[src/rtl/cpu_pkg.sv]
// Shared CPU constants: ALU control encodings and default datapath widths.
package cpu_pkg;
  localparam int DW_DEF    = 32;
  localparam int RAW_DEF   = 5;
  localparam int CTRLW_DEF = 4;

  localparam logic [3:0] ALU_ADD = 4'b0010;
  localparam logic [3:0] ALU_SUB = 4'b0110;
  localparam logic [3:0] ALU_AND = 4'b0000;
  localparam logic [3:0] ALU_OR  = 4'b0001;
  localparam logic [3:0] ALU_SLT = 4'b0111;
endpackage

[src/rtl/operand_fwd_mux.sv]
// One ALU operand: EX/MEM-over-MEM/WB forwarding, then optional immediate select.
// Purely combinational; register x0 is never forwarded.
module operand_fwd_mux
  import cpu_pkg::*;
#(
  parameter int DW  = DW_DEF,
  parameter int RAW = RAW_DEF
) (
  input  logic [RAW-1:0] rs_addr_i,
  input  logic [DW-1:0]  rs_data_i,
  input  logic           use_imm_i,
  input  logic [DW-1:0]  imm_i,
  input  logic           exmem_wr_i,
  input  logic [RAW-1:0] exmem_rd_i,
  input  logic [DW-1:0]  exmem_data_i,
  input  logic           memwb_wr_i,
  input  logic [RAW-1:0] memwb_rd_i,
  input  logic [DW-1:0]  memwb_data_i,
  output logic [DW-1:0]  opnd_o
);
  logic          rs_nz;
  logic [DW-1:0] fwd;

  assign rs_nz = (rs_addr_i != '0);

  always_comb begin
    fwd = rs_data_i;
    if (exmem_wr_i && rs_nz && (exmem_rd_i == rs_addr_i)) begin
      fwd = exmem_data_i;
    end else if (memwb_wr_i && rs_nz && (memwb_rd_i == rs_addr_i)) begin
      fwd = memwb_data_i;
    end
  end

  assign opnd_o = use_imm_i ? imm_i : fwd;
endmodule

[src/rtl/alu_operand_stage.sv]
// ID->EX operand register: 2-entry in-order skid buffer, 1-cycle latency from capture to outputs.
// in_ready drops when full or on a load-use hazard; outputs hold while out_ready=0 or when empty.
module alu_operand_stage
  import cpu_pkg::*;
#(
  parameter int DW    = DW_DEF,
  parameter int RAW   = RAW_DEF,
  parameter int CTRLW = CTRLW_DEF
) (
  input  logic             clk,
  input  logic             rst_n,
  input  logic             flush,
  input  logic             in_valid,
  output logic             in_ready,
  input  logic [RAW-1:0]   rs1_addr,
  input  logic [RAW-1:0]   rs2_addr,
  input  logic [DW-1:0]    rs1_data,
  input  logic [DW-1:0]    rs2_data,
  input  logic [DW-1:0]    imm,
  input  logic             alu_src_imm,
  input  logic [CTRLW-1:0] alu_ctrl_in,
  input  logic [RAW-1:0]   rd_addr_in,
  input  logic             reg_write_in,
  input  logic             exmem_wr,
  input  logic [RAW-1:0]   exmem_rd,
  input  logic [DW-1:0]    exmem_data,
  input  logic             exmem_load,
  input  logic             memwb_wr,
  input  logic [RAW-1:0]   memwb_rd,
  input  logic [DW-1:0]    memwb_data,
  output logic             out_valid,
  input  logic             out_ready,
  output logic [DW-1:0]    src1,
  output logic [DW-1:0]    src2,
  output logic [CTRLW-1:0] ALU_control,
  output logic [RAW-1:0]   rd_addr_out,
  output logic             reg_write_out
);
  typedef struct packed {
    logic [DW-1:0]    s1;
    logic [DW-1:0]    s2;
    logic [CTRLW-1:0] ctrl;
    logic [RAW-1:0]   rd;
    logic             wr;
  } ent_t;

  ent_t       slot_q [2];
  ent_t       slot_d [2];
  ent_t       head_q, head_d, cap;
  logic [1:0] count_q, count_d;
  logic       wptr_q, wptr_d, rptr_q, rptr_d;
  logic       hold, push, pop;
  logic [DW-1:0] op1, op2;

  operand_fwd_mux #(.DW(DW), .RAW(RAW)) u_fwd1 (
    .rs_addr_i(rs1_addr), .rs_data_i(rs1_data), .use_imm_i(1'b0), .imm_i(imm),
    .exmem_wr_i(exmem_wr), .exmem_rd_i(exmem_rd), .exmem_data_i(exmem_data),
    .memwb_wr_i(memwb_wr), .memwb_rd_i(memwb_rd), .memwb_data_i(memwb_data),
    .opnd_o(op1)
  );

  operand_fwd_mux #(.DW(DW), .RAW(RAW)) u_fwd2 (
    .rs_addr_i(rs2_addr), .rs_data_i(rs2_data), .use_imm_i(alu_src_imm), .imm_i(imm),
    .exmem_wr_i(exmem_wr), .exmem_rd_i(exmem_rd), .exmem_data_i(exmem_data),
    .memwb_wr_i(memwb_wr), .memwb_rd_i(memwb_rd), .memwb_data_i(memwb_data),
    .opnd_o(op2)
  );

  // A load in EX/MEM cannot be forwarded yet; an immediate-form src2 does not depend on rs2.
  assign hold = exmem_load && (exmem_rd != '0) &&
                ((exmem_rd == rs1_addr) || (!alu_src_imm && (exmem_rd == rs2_addr)));

  assign in_ready  = !hold && (count_q != 2'd2);
  assign out_valid = (count_q != 2'd0);
  assign push      = in_valid && in_ready;
  assign pop       = out_valid && out_ready;

  assign cap = '{s1: op1, s2: op2, ctrl: alu_ctrl_in, rd: rd_addr_in, wr: reg_write_in};

  always_comb begin
    slot_d  = slot_q;
    wptr_d  = wptr_q;
    rptr_d  = rptr_q;
    count_d = count_q;
    head_d  = head_q;
    if (flush) begin
      count_d = 2'd0;
      wptr_d  = 1'b0;
      rptr_d  = 1'b0;
    end else begin
      if (push) begin
        slot_d[wptr_q] = cap;
        wptr_d         = ~wptr_q;
      end
      if (pop) begin
        rptr_d = ~rptr_q;
      end
      count_d = count_q + {1'b0, push} - {1'b0, pop};
      // Head register is preloaded with the next head so outputs are pure flops.
      if (count_d != 2'd0) begin
        head_d = slot_d[rptr_d];
      end
    end
  end

  always_ff @(posedge clk) begin
    if (!rst_n) begin
      count_q <= 2'd0;
      wptr_q  <= 1'b0;
      rptr_q  <= 1'b0;
      head_q  <= '0;
      for (int i = 0; i < 2; i++) begin
        slot_q[i] <= '0;
      end
    end else begin
      count_q <= count_d;
      wptr_q  <= wptr_d;
      rptr_q  <= rptr_d;
      head_q  <= head_d;
      for (int i = 0; i < 2; i++) begin
        slot_q[i] <= slot_d[i];
      end
    end
  end

  assign src1          = head_q.s1;
  assign src2          = head_q.s2;
  assign ALU_control   = head_q.ctrl;
  assign rd_addr_out   = head_q.rd;
  assign reg_write_out = head_q.wr;
endmodule

[config.mk]
export PLATFORM = sky130hd
export DESIGN_NAME = alu_operand_stage
export DESIGN_NICKNAME = d
export VERILOG_FILES = /design/src/rtl/cpu_pkg.sv /design/src/rtl/operand_fwd_mux.sv /design/src/rtl/alu_operand_stage.sv
export SDC_FILE = /design/constraint.sdc
export NUM_CORES = 1
export LEC_CHECK = 0
export ABC_CLOCK_PERIOD_IN_PS = 3300
export CAP_MARGIN = 20
export CELL_PAD_IN_SITES_DETAIL_PLACEMENT = 0
export CELL_PAD_IN_SITES_GLOBAL_PLACEMENT = 1
export CORE_AREA = 2 2 214 237
export CTS_CLUSTER_SIZE = 24
export DETAILED_ROUTE_END_ITERATION = 12
export DIE_AREA = 0 0 216 239
export GPL_TIMING_DRIVEN = 1
export PLACE_DENSITY = 0.63
export SETUP_SLACK_MARGIN = 0.3
export SLEW_MARGIN = 0
export SYNTH_ARGS = -nofsm -noshare
export SYNTH_HDL_FRONTEND = slang
export SYNTH_HIERARCHICAL = 1
export SYNTH_SLANG_ARGS = --single-unit
[constraint.sdc]
create_clock -name clk -period 3.3 [get_ports clk]
set_input_delay 0.66 -clock clk [delete_from_list [all_inputs] [get_ports clk]]
set_output_delay 0.66 -clock clk [all_outputs]
set_load 0.01 [all_outputs]
Yosys cells after proc, flatten, opt, wreduce, memory -nomap -nowiden
Index checks and enable logic that the tools add are counted.

word-level totals
  input port bits = 199
  output and inout port bits = 76
  flip-flop bits (word level) = 226

cells by class
  add/subtract/negate cells = 2
  equality and inequality tests = 5
  reductions and logical operators = 25
  mux-type cells = 14
  $lt $le $gt $ge = 3
  bitwise operators = 6

operators with widths
  operator                                            number
  2-to-1 mux 74 bit                                   4
  2-to-1 mux 32 bit                                   5
  bitwise mux 148 bit                                 1
  2-to-1 mux 148 bit                                  1
  demux 74 bit (select 1 bit)                         1
  equality test 5 bit                                 4
  logical AND 1 bit                                   15
  nonzero test 5 bit                                  3
  >= comparator 2 bit, second input constant          2
  NOT 1 bit                                           4
  NOT 1 -> 2 bit                                      2
  nonzero test 2 bit                                  2
  adder 2 x 1 -> 2 bit                                1
  logical NOT 1 bit                                   2
  < comparator 2 x 1 -> 1 bit, second input constant  1
  2-to-1 mux 1 bit                                    2
  inequality test 2 bit, second input constant        1
  AND reduction 2 bit                                 1
  OR reduction 2 bit                                  1
  subtractor 2 x 1 -> 2 bit                           1
  logical OR 1 bit                                    1

Depth between registers and ports, before layout
Gate-level depths: netlist of run 1.

  depth after elaboration = 11
  mapped depth = 15

Modules after synthesis
The synthesis of run 1 kept the hierarchy.

modules (own cells, without submodules)
  module             area an instance (µm²)  sequential area each (µm²)  cells an instance  times used
  alu_operand_stage  9003.6                  4524.3                      784                1
  operand_fwd_mux    1611.5                  0.0                         232                2

Least setup slack after synthesis of run 1
Ideal clock, no wire load.

  path kind = input -> register
  start point = in exmem_rd[4]
  end point = reg head_q (netlist bit src1[0])
  arrival = 3276 ps
  setup slack = -97 ps
  data required time = 3178 ps
  stages = 13
  path through = or4_4 -> o21ai_4 -> o21ai_2 -> ha_1 -> inv_1 -> ha_1 -> xnor3_1 -> and2_1 -> o21a_1 -> clkbuf_1 -> clkbuf_1 -> a22o_1 -> a221o_1

on the way
  word-level cells in the longest chain between the ends = 11

RTL lines
  element                                                                           RTL line                                            RTL
  start, declared                                                                   alu_operand_stage.sv:25                             input logic [RAW-1:0] exmem_rd,
  equality test 5 bit                                                               alu_operand_stage.sv:71                             ((exmem_rd == rs1_addr) || (!alu_src_imm && (exmem_rd == rs2_addr)));
  logical AND 1 bit                                                                 alu_operand_stage.sv:71
  logical OR 1 bit                                                                  alu_operand_stage.sv:71
  logical AND 1 bit                                                                 alu_operand_stage.sv:70                             assign hold = exmem_load && (exmem_rd != '0) &&
  logical NOT 1 bit                                                                 alu_operand_stage.sv:73                             assign in_ready = !hold && (count_q != 2'd2);
  logical AND 1 bit                                                                 alu_operand_stage.sv:73
  logical AND 1 bit                                                                 alu_operand_stage.sv:75                             assign push = in_valid && in_ready;
  adder 2 x 1 -> 2 bit / 2-to-1 mux 148 bit (equally long branches)                 alu_operand_stage.sv:98, alu_operand_stage.sv:91
  subtractor 2 x 1 -> 2 bit / 2-to-1 mux 74 bit (equally long branches)             alu_operand_stage.sv:98, alu_operand_stage.sv:101
  nonzero test 2 bit / 2-to-1 mux 74 bit (equally long branches)                    alu_operand_stage.sv:100, alu_operand_stage.sv:101
  AND reduction 2 bit (no source line) / 2-to-1 mux 74 bit (equally long branches)  --
  end signal, assigned                                                              alu_operand_stage.sv:111                            head_q <= '0;
  end signal, assigned                                                              alu_operand_stage.sv:119                            head_q <= head_d;
  end, declared                                                                     alu_operand_stage.sv:49                             ent_t head_q, head_d, cap;

Parallel ways exist; a longest one is shown, timed or not. The select of a mux whose other input is x is not followed.
A chain may end at the register's enable or synchronous reset.

Final worst setup path of run 1
  start point = in rs1_addr[2]
  end point = reg head_q (netlist bit src1[25])

on the way
  word-level cells in the longest chain between the ends = 10

RTL lines
  element                                                                           RTL line                                                               RTL
  start, declared                                                                   alu_operand_stage.sv:15                                                input logic [RAW-1:0] rs1_addr,
  equality test 5 bit / nonzero test 5 bit (equally long branches)                  operand_fwd_mux.sv:28, alu_operand_stage.sv:71, operand_fwd_mux.sv:24
  logical OR 1 bit / logical AND 1 bit (equally long branches)                      alu_operand_stage.sv:71, operand_fwd_mux.sv:30
  logical AND 1 bit (on tied branches)                                              alu_operand_stage.sv:70, operand_fwd_mux.sv:30
  logical NOT 1 bit / 2-to-1 mux 32 bit (equally long branches)                     alu_operand_stage.sv:73, operand_fwd_mux.sv:30
  logical AND 1 bit / 2-to-1 mux 32 bit (equally long branches)                     alu_operand_stage.sv:73, operand_fwd_mux.sv:28
  logical AND 1 bit / bitwise mux 148 bit (equally long branches)                   alu_operand_stage.sv:75, alu_operand_stage.sv:92
  adder 2 x 1 -> 2 bit / 2-to-1 mux 148 bit (equally long branches)                 alu_operand_stage.sv:98, alu_operand_stage.sv:91
  subtractor 2 x 1 -> 2 bit / 2-to-1 mux 74 bit (equally long branches)             alu_operand_stage.sv:98, alu_operand_stage.sv:101
  nonzero test 2 bit / 2-to-1 mux 74 bit (equally long branches)                    alu_operand_stage.sv:100, alu_operand_stage.sv:101
  AND reduction 2 bit (no source line) / 2-to-1 mux 74 bit (equally long branches)  --

Parallel ways exist; a longest one is shown, timed or not. The select of a mux whose other input is x is not followed.

==> results.md, run 1 <==
- Synth Area in XOR/XNOR: about 2.3%
- Distinct cells, synth: 44
- Max VDD drop: around 0.27 mV
- Post-Place Worst Slack: -0.712 ns
- Die Width: 216 um
- Ys async rst share: 0%
- Slowest library cell on the worst path: o21a_4
- Total gr overflow: 0
- Max Clk Rate: 319 MHz
- Max-cap viol count: 0
- TritonCTS buffer count: 26
- WL final: 59600 um
- Placer Congestion: 0.815
- Register clock-pin slew on the reported worst setup and hold paths: 0.06 ns
- Post-DP HPWL: 40800 um
- Yosys warns: 6
- Most area-consuming cells after synthesis: dfxtp_1, mux2i_1, nor2b_1
- Final cycle utilization of the critical path: 95.0%
- CP Class: in -> reg
- Worst slew pin tran: 1.05 ns
- I/O Buffers: 274
- Max-Slew Margin vs Limit: 30.1%
- PwrDens: ~440 nW/um2
- Post-Synth Adder-Cell Area: 0.205%
- Vias per std cell: 5.53
- Sinks on Clock Net: 226
- Final setup fails: 0
- Fin Hold WS: 0.476 ns
- Commonest register cell after synthesis: dfxtp_1
- Worst skew pair latency: 0.56 ns
- Post-synthesis mux area share: 12.1%
- Final Hold Viols: 0
- Syn Inst Count: 1248
- Vias in the first global route: 12500
- Final worst setup slack: 0.164 ns
- Synth Area in Simple Gates: 18.1%
- Dpl cells: approximately 2200
- Pins Over Slew Limit: 0
- Cell Count, Final, Fillers Out: 2253
- First-pass GRT wire length: 85100 um
- Crit-path cells: dlygate4sd2_1, xnor2_1, nand3_1, o32a_1, o21ai_2, ha_1, inv_1, ha_2, xnor3_1, and2_4, buf_6, o21a_4, buf_12, clkbuf_16, a22o_1, a221o_1
- Critical Path AT: 3.57 ns
- Antenna violations before repair: 2
- Register area share after synthesis: between 30% and 40%
- Share of layout cells above drive strength 1: 16.1%
- N_diodes: 0
- Worst setup EP type: flop
- CTS Hold Buffers Added: 0
- Unrepaired setup endpoints after global routing: yes
- Reg-to-reg slack, setup: 0.39 ns
- Vias: ~12000
- Final ANT Viol Nets: 0
- Largest net degree at the start of global routing: 115
- Drt wl/cell: between 20 and 30 um
- Layout area overhead: 49.7%
- Tightest Hold Check Type: reg -> reg
- Die Ht: 239 um
- I/O pin count: between 200 and 300
- CTS H-tree lvls: 1
- Fillers: around 4900
- Startpoint Class: input port
- Top-area cell type share of the netlist area: a little under two fifths
- Total core area: a little under 50000 um2
- Largest family of logic cells by synthesized area: compound AO/OA/AOI/OAI gates
- Critical path peak fanout: 5
- DIE AREA: 51600 um2
- # rows: 86
- Post-synth EDFFs: 0
- Min Clock Period, post-route: 3.14 ns
- Largest area contributor in the netlist: dfxtp_1
- Compound-gate portion of the synthesized area: around a quarter
- First-pass DRT Iterations: 6
- Leakage: 0.00715 uW
- Mapped Area: about 12000 um2
- # nets final: approximately 1800
- CP required: 3.73 ns
- Detailed Route Iter0 Violations: between 1000 and 1500
- Number of remaining DRC errors: 0
- Initial Util: 24.7%
- Clock skew: 0.0172 ns
- Status: complete, no violations
- Clock buffer depth: 3
- Synth Register Bits: 226
- Total power: 8030 uW
- Worst stage delay on the critical path: 0.27 ns
- Final Util: 37.0%
- Tot GR Track Use: 22.1%
- Root Buffer: clkbuf_16
- Syn_area_per_cell: 9.80 um2
- CTS tree: done
==> metal layers <==
metal  part of all wire [%]  global-route usage [%]  vias to the layer above
li1                       -                       -                     5576
met5                  0.027                       0                        -
met1                     44                    29.9                     6126
met4                    3.5                    7.99                        2
met2                     46                    35.3                      624
met3                    6.7                    3.56                      135
==> layout by cell type (no fill, tap or decap), types with 3 or more instances in the layout <==
cell type and instances:
a221o_1 74, a22o_1 74, a31oi_1 64, buf_12 51
buf_16 8, buf_4 95, buf_6 10, buf_8 3
clkbuf_1 4, clkbuf_16 29, clkbuf_8 5, clkdlybuf4s50_1 256
clkinv_2 4, conb_1 9, dfxtp_1 226, dlygate4sd2_1 6
inv_1 3, mux2i_1 148, nand2_1 5, nand2b_1 14
nand3_1 6, nand4_1 65, nand4b_1 62, nor2_1 7
nor2b_1 149, nor2b_4 4, o21a_2 3, o21ai_4 4
o31ai_1 76, o32ai_1 52, or2_1 4, xnor2_1 15
xnor2_2 9, xor2_1 5
==> synth_stat cells, types with 2 or more instances <==
master,instances
mux2i_1,148
dfxtp_1,226
nand2_1,7
o31ai_1,76
and2_1,2
nor2_1,8
o21ai_1,3
buf_1,2
clkbuf_1,67
or2_1,4
nand2b_1,16
nand3_1,8
a31oi_1,64
o211a_1,2
buf_2,62
clkinv_1,2
o32ai_1,52
o21a_1,3
buf_6,7
xnor2_1,25
nand4_1,65
inv_1,3
o31a_4,2
a22o_1,74
and3_1,2
nor3b_1,2
ha_1,2
xor2_1,5
nor2b_1,153
a221o_1,74
nor4_2,2
nand4b_1,62
o21a_2,2
buf_4,6
==> critical path, delay by kind of cell <==
family | cells | cell delay (ns)
AOI/OAI and AO/OA | 5 | 1.09
buffers and inverters | 5 | 0.74
xor gates and xnor gates | 2 | 0.41
adders and majority gates | 2 | 0.40
and+or+nand+nor | 2 | 0.26
==> cell type report <==
cell class              instances  area (um2)  share of cell area (%)
clock buffers                  35         734                    4.01
multi-input cells             881        7240                    39.5
clock inverters                10         134                   0.731
repair buffers                436        4830                    26.4
well taps                     660         826                    4.51
inverters                       5        18.8                   0.103
flip-flops and latches        226        4520                    24.7
==> repair_timing <==
| action | CTS | global route |
|---|---|---|
| hold endpoints to repair | 0 | 0 |
| setup buffers | 9 | 2 |
| endpoints found under the setup margin | 75 | 74 |
| gates resized for setup | 76 | 17 |
| cloned | 8 | 3 |
| pin swaps | 33 | 38 |
==> registers in the layout, summed over array words and instances (netlist names) <==
| signal | flops |
|---|---|
| count_q | 2 |
| rptr_q | 1 |
| ALU_control | 4 |
| reg_write_out | 1 |
| src2 | 32 |
| wptr_q | 1 |
| src1 | 32 |
| slot_q | 148 |
| rd_addr_out | 5 |
==> where the power goes <==
group          switching [uW]  internal (uW)  leakage [uW]
sequential                108           2880       0.00184
combinational            1080           1010       0.00489
clock                    1240           1720      0.000421
==> per-stage QoR <==
step	cell area (um2)	setup TNS, ns
floorplan	12400	-0.757
global placement	16900	-62.73
detailed placement	16900	-64.42
CTS	18100	0
global route	18300	0
finish	18300	0
==> cells by family after synthesis <==
kind of cell	after synthesis
flip-flops	226
other	1
AO/OA/AOI/OAI	358
XOR/XNOR	31
adder cells (fa/ha/maj)	2
AND/OR/NAND/NOR	333
multiplexers	148
buffers and inverters	149
==> final timing paths <==
kind / end / depth (start not counted) / start
setup / recovery: src1[25] / 16 / rs1_addr[2]
hold / removal: src2[30] / 1 / slot_q[114]
hold reg to reg: src2[30] / 1 / slot_q[114]
setup reg to reg: src1[25] / 14 / count_q[0]
Note: power is estimated with default switching activity, not from simulation.
==> run 2: changes to the inputs <==
--- a/config.mk
+++ b/config.mk
@@ -10,6 +10,7 @@
 export CELL_PAD_IN_SITES_DETAIL_PLACEMENT = 0
 export CELL_PAD_IN_SITES_GLOBAL_PLACEMENT = 1
 export CORE_AREA = 2 2 214 237
+export CTS_CLUSTER_DIAMETER = 200
 export CTS_CLUSTER_SIZE = 24
 export DETAILED_ROUTE_END_ITERATION = 12
 export DIE_AREA = 0 0 216 239
==> run 2 against run 1 <==
Final cell count fell by 1.3%. Clock power fell by 42%. Hold slack improved by 0.0049 ns. Worst setup slack got worse by 0.079 ns. Clock skew rose by 0.0016 ns. Wire length barely moved.
==> results.md, run 2 (same netlist as run 1, synthesis figures left out) <==
- Most frequent cells in the layout: clkdlybuf4s50_1, dfxtp_1, nor2b_1, mux2i_1, buf_4
- CP Class: in -> reg
- Global Route met1 Usage: 29.8%
- Fillers: 4988
- Final cycle utilization of the critical path: 97.4%
- Register clock-pin slew on the reported worst setup and hold paths: 0.11 ns
- Worst skew pair latency: approximately 0.50 ns
- I/O pin count: 275
- DIE AREA: approximately 52000 um2
- Layout area overhead: 44.8%
- First-pass GRT wire length: 84400 um
- GR peak layer: met2
- Final Util: 35.8%
- Total gr overflow: 0
- Hold path depth: 1
- Clock skew: ~0.019 ns
- Share of layout cells above drive strength 1: 14.7%
- Number of remaining DRC errors: 0
- Sinks on Clock Net: between 200 and 250
- Clock buffer depth: 3
- Finished layout cell area: 17700 um2
- Unrepaired setup endpoints after global routing: yes
- Final worst setup slack: about 0.085 ns
- Placer Congestion: 0.815
- WL final: 59600 um
- GRT met2 Usage: 35.2%
- Drt wl/cell: 26.8 um
- CTS H-tree lvls: 1
- Worst Reg-to-Reg Cells: 16
- Worst setup EP type: flop
- Vias per std cell: 5.59
- Initial Util: around 25%
- Vias: 12400
- Root Buffer: clkbuf_16
- Critical path peak fanout: 10
- Final Hold Viols: 0
- Pins Over Slew Limit: 0
- # rows: 86
- Tightest Hold Check Type: reg -> reg
- Met3 usage: 3.14%
- CP required: 3.70 ns
- I/O Buffers: 274
- Worst slew pin tran: just over 1 ns
- Tot GR Track Use: 21.9%
- Vias in the first global route: 12300
- TritonCTS buffer count: 13
- Commonest non-fill, non-tap cell in the layout: clkdlybuf4s50_1
- Final ANT Viol Nets: 0
- Max-Slew Margin vs Limit: 30.7%
- CTS tree: done
- Max Clk Rate: 311 MHz
- Die Ht: 239 um
- PwrDens: 382 nW/um2
- Max VDD drop: 0.294 mV
- Post-DP HPWL: slightly above 40000 um
- Antenna violations before repair: 2
- Total core area: around 49000 um2
- Largest net degree at the start of global routing: around 120
- Placement Cell Area: 16900 um2
- Max-cap viol count: 0
- Biggest register: slot_q
- Fin Setup TNS: 0 ns
- N_diodes: 0
- Min Clock Period, post-route: 3.22 ns
- Die Width: 216 um
- Flip-flop count of the largest register after layout: 148
- Startpoint Class: input port
- Post-Place Worst Slack: -0.712 ns
- First-pass DRT Iterations: 7
- # nets final: 1765
- Leakage: 0.00687 uW
- Final setup fails: 0
- Critical Path AT: 3.61 ns
- Detailed Route Iter0 Violations: 1212
- Status: complete, no violations
run 2: power breakdown:
part	leakage (uW)	internal, uW	total [uW]	switching (uW)
clock network	0.000172	733	1720	986
logic	0.00486	989	2060	1080
registers	0.00184	2880	2980	107
total	0.00687	4600	6770	2170
run 2: final timing paths:
path | slack [ns] | endpoint | startpoint
max | 0.08 | src1[16] | exmem_rd[0]
min | 0.48 | src2[24] | slot_q[34]
max reg2reg | 0.35 | src1[16] | count_q[0]
min reg2reg | 0.48 | src2[24] | slot_q[34]
run 2: timing repair:
action / in CTS / in global routing
cloned: 6 / 5
endpoints found under the setup margin: 80 / 74
pin swaps: 14 / 21
buffers inserted: 6 / 6
hold buffers: 0 / 0
gates resized for setup: 66 / 8
run 2: through the flow:
step | hold slack, ns | std cells | total power (uW)
2_1_floorplan | 0.455 | 1256 | 3890
3_3_place_gp | 0.457 | 2186 | 4960
3_5_place_dp | 0.463 | 2186 | 4970
4_1_cts | 0.481 | 2213 | 6760
5_1_grt | 0.500 | 2224 | 7010
6_report | 0.481 | 2224 | 6770
run 2: final cells by class:
| type | instances | area (um2) | share of cell area, % |
|---|---|---|---|
| inverters | 5 | 18.8 | 0.106 |
| clock buffers | 13 | 325 | 1.84 |
| clock inverters | 2 | 25.0 | 0.141 |
| flip-flops and latches | 226 | 4520 | 25.6 |
| multi-input cells | 881 | 7220 | 40.8 |
| repair buffers | 437 | 4760 | 26.9 |
| well taps | 660 | 826 | 4.67 |
run 2: critical path: stages:
cell	delay, ns
buf_8	0.10
or4_4	0.54
o21ai_4	0.18
o21ai_2	0.09
ha_1	0.27
inv_1	0.04
ha_2	0.16
xnor3_1	0.22
and2_4	0.16
buf_6	0.09
nor2_4	0.03
buf_6	0.12
buf_6	0.11
o211a_4	0.16
buf_12	0.15
clkbuf_16	0.17
a221o_1	0.35
run 2: routing by layer:
layer | share of wire, % | vias up
met2 | 46 | 663
li1 | - | 5532
met5 | 0.027 | -
met3 | 6.8 | 117
met1 | 44 | 6111
met4 | 3.4 | 2
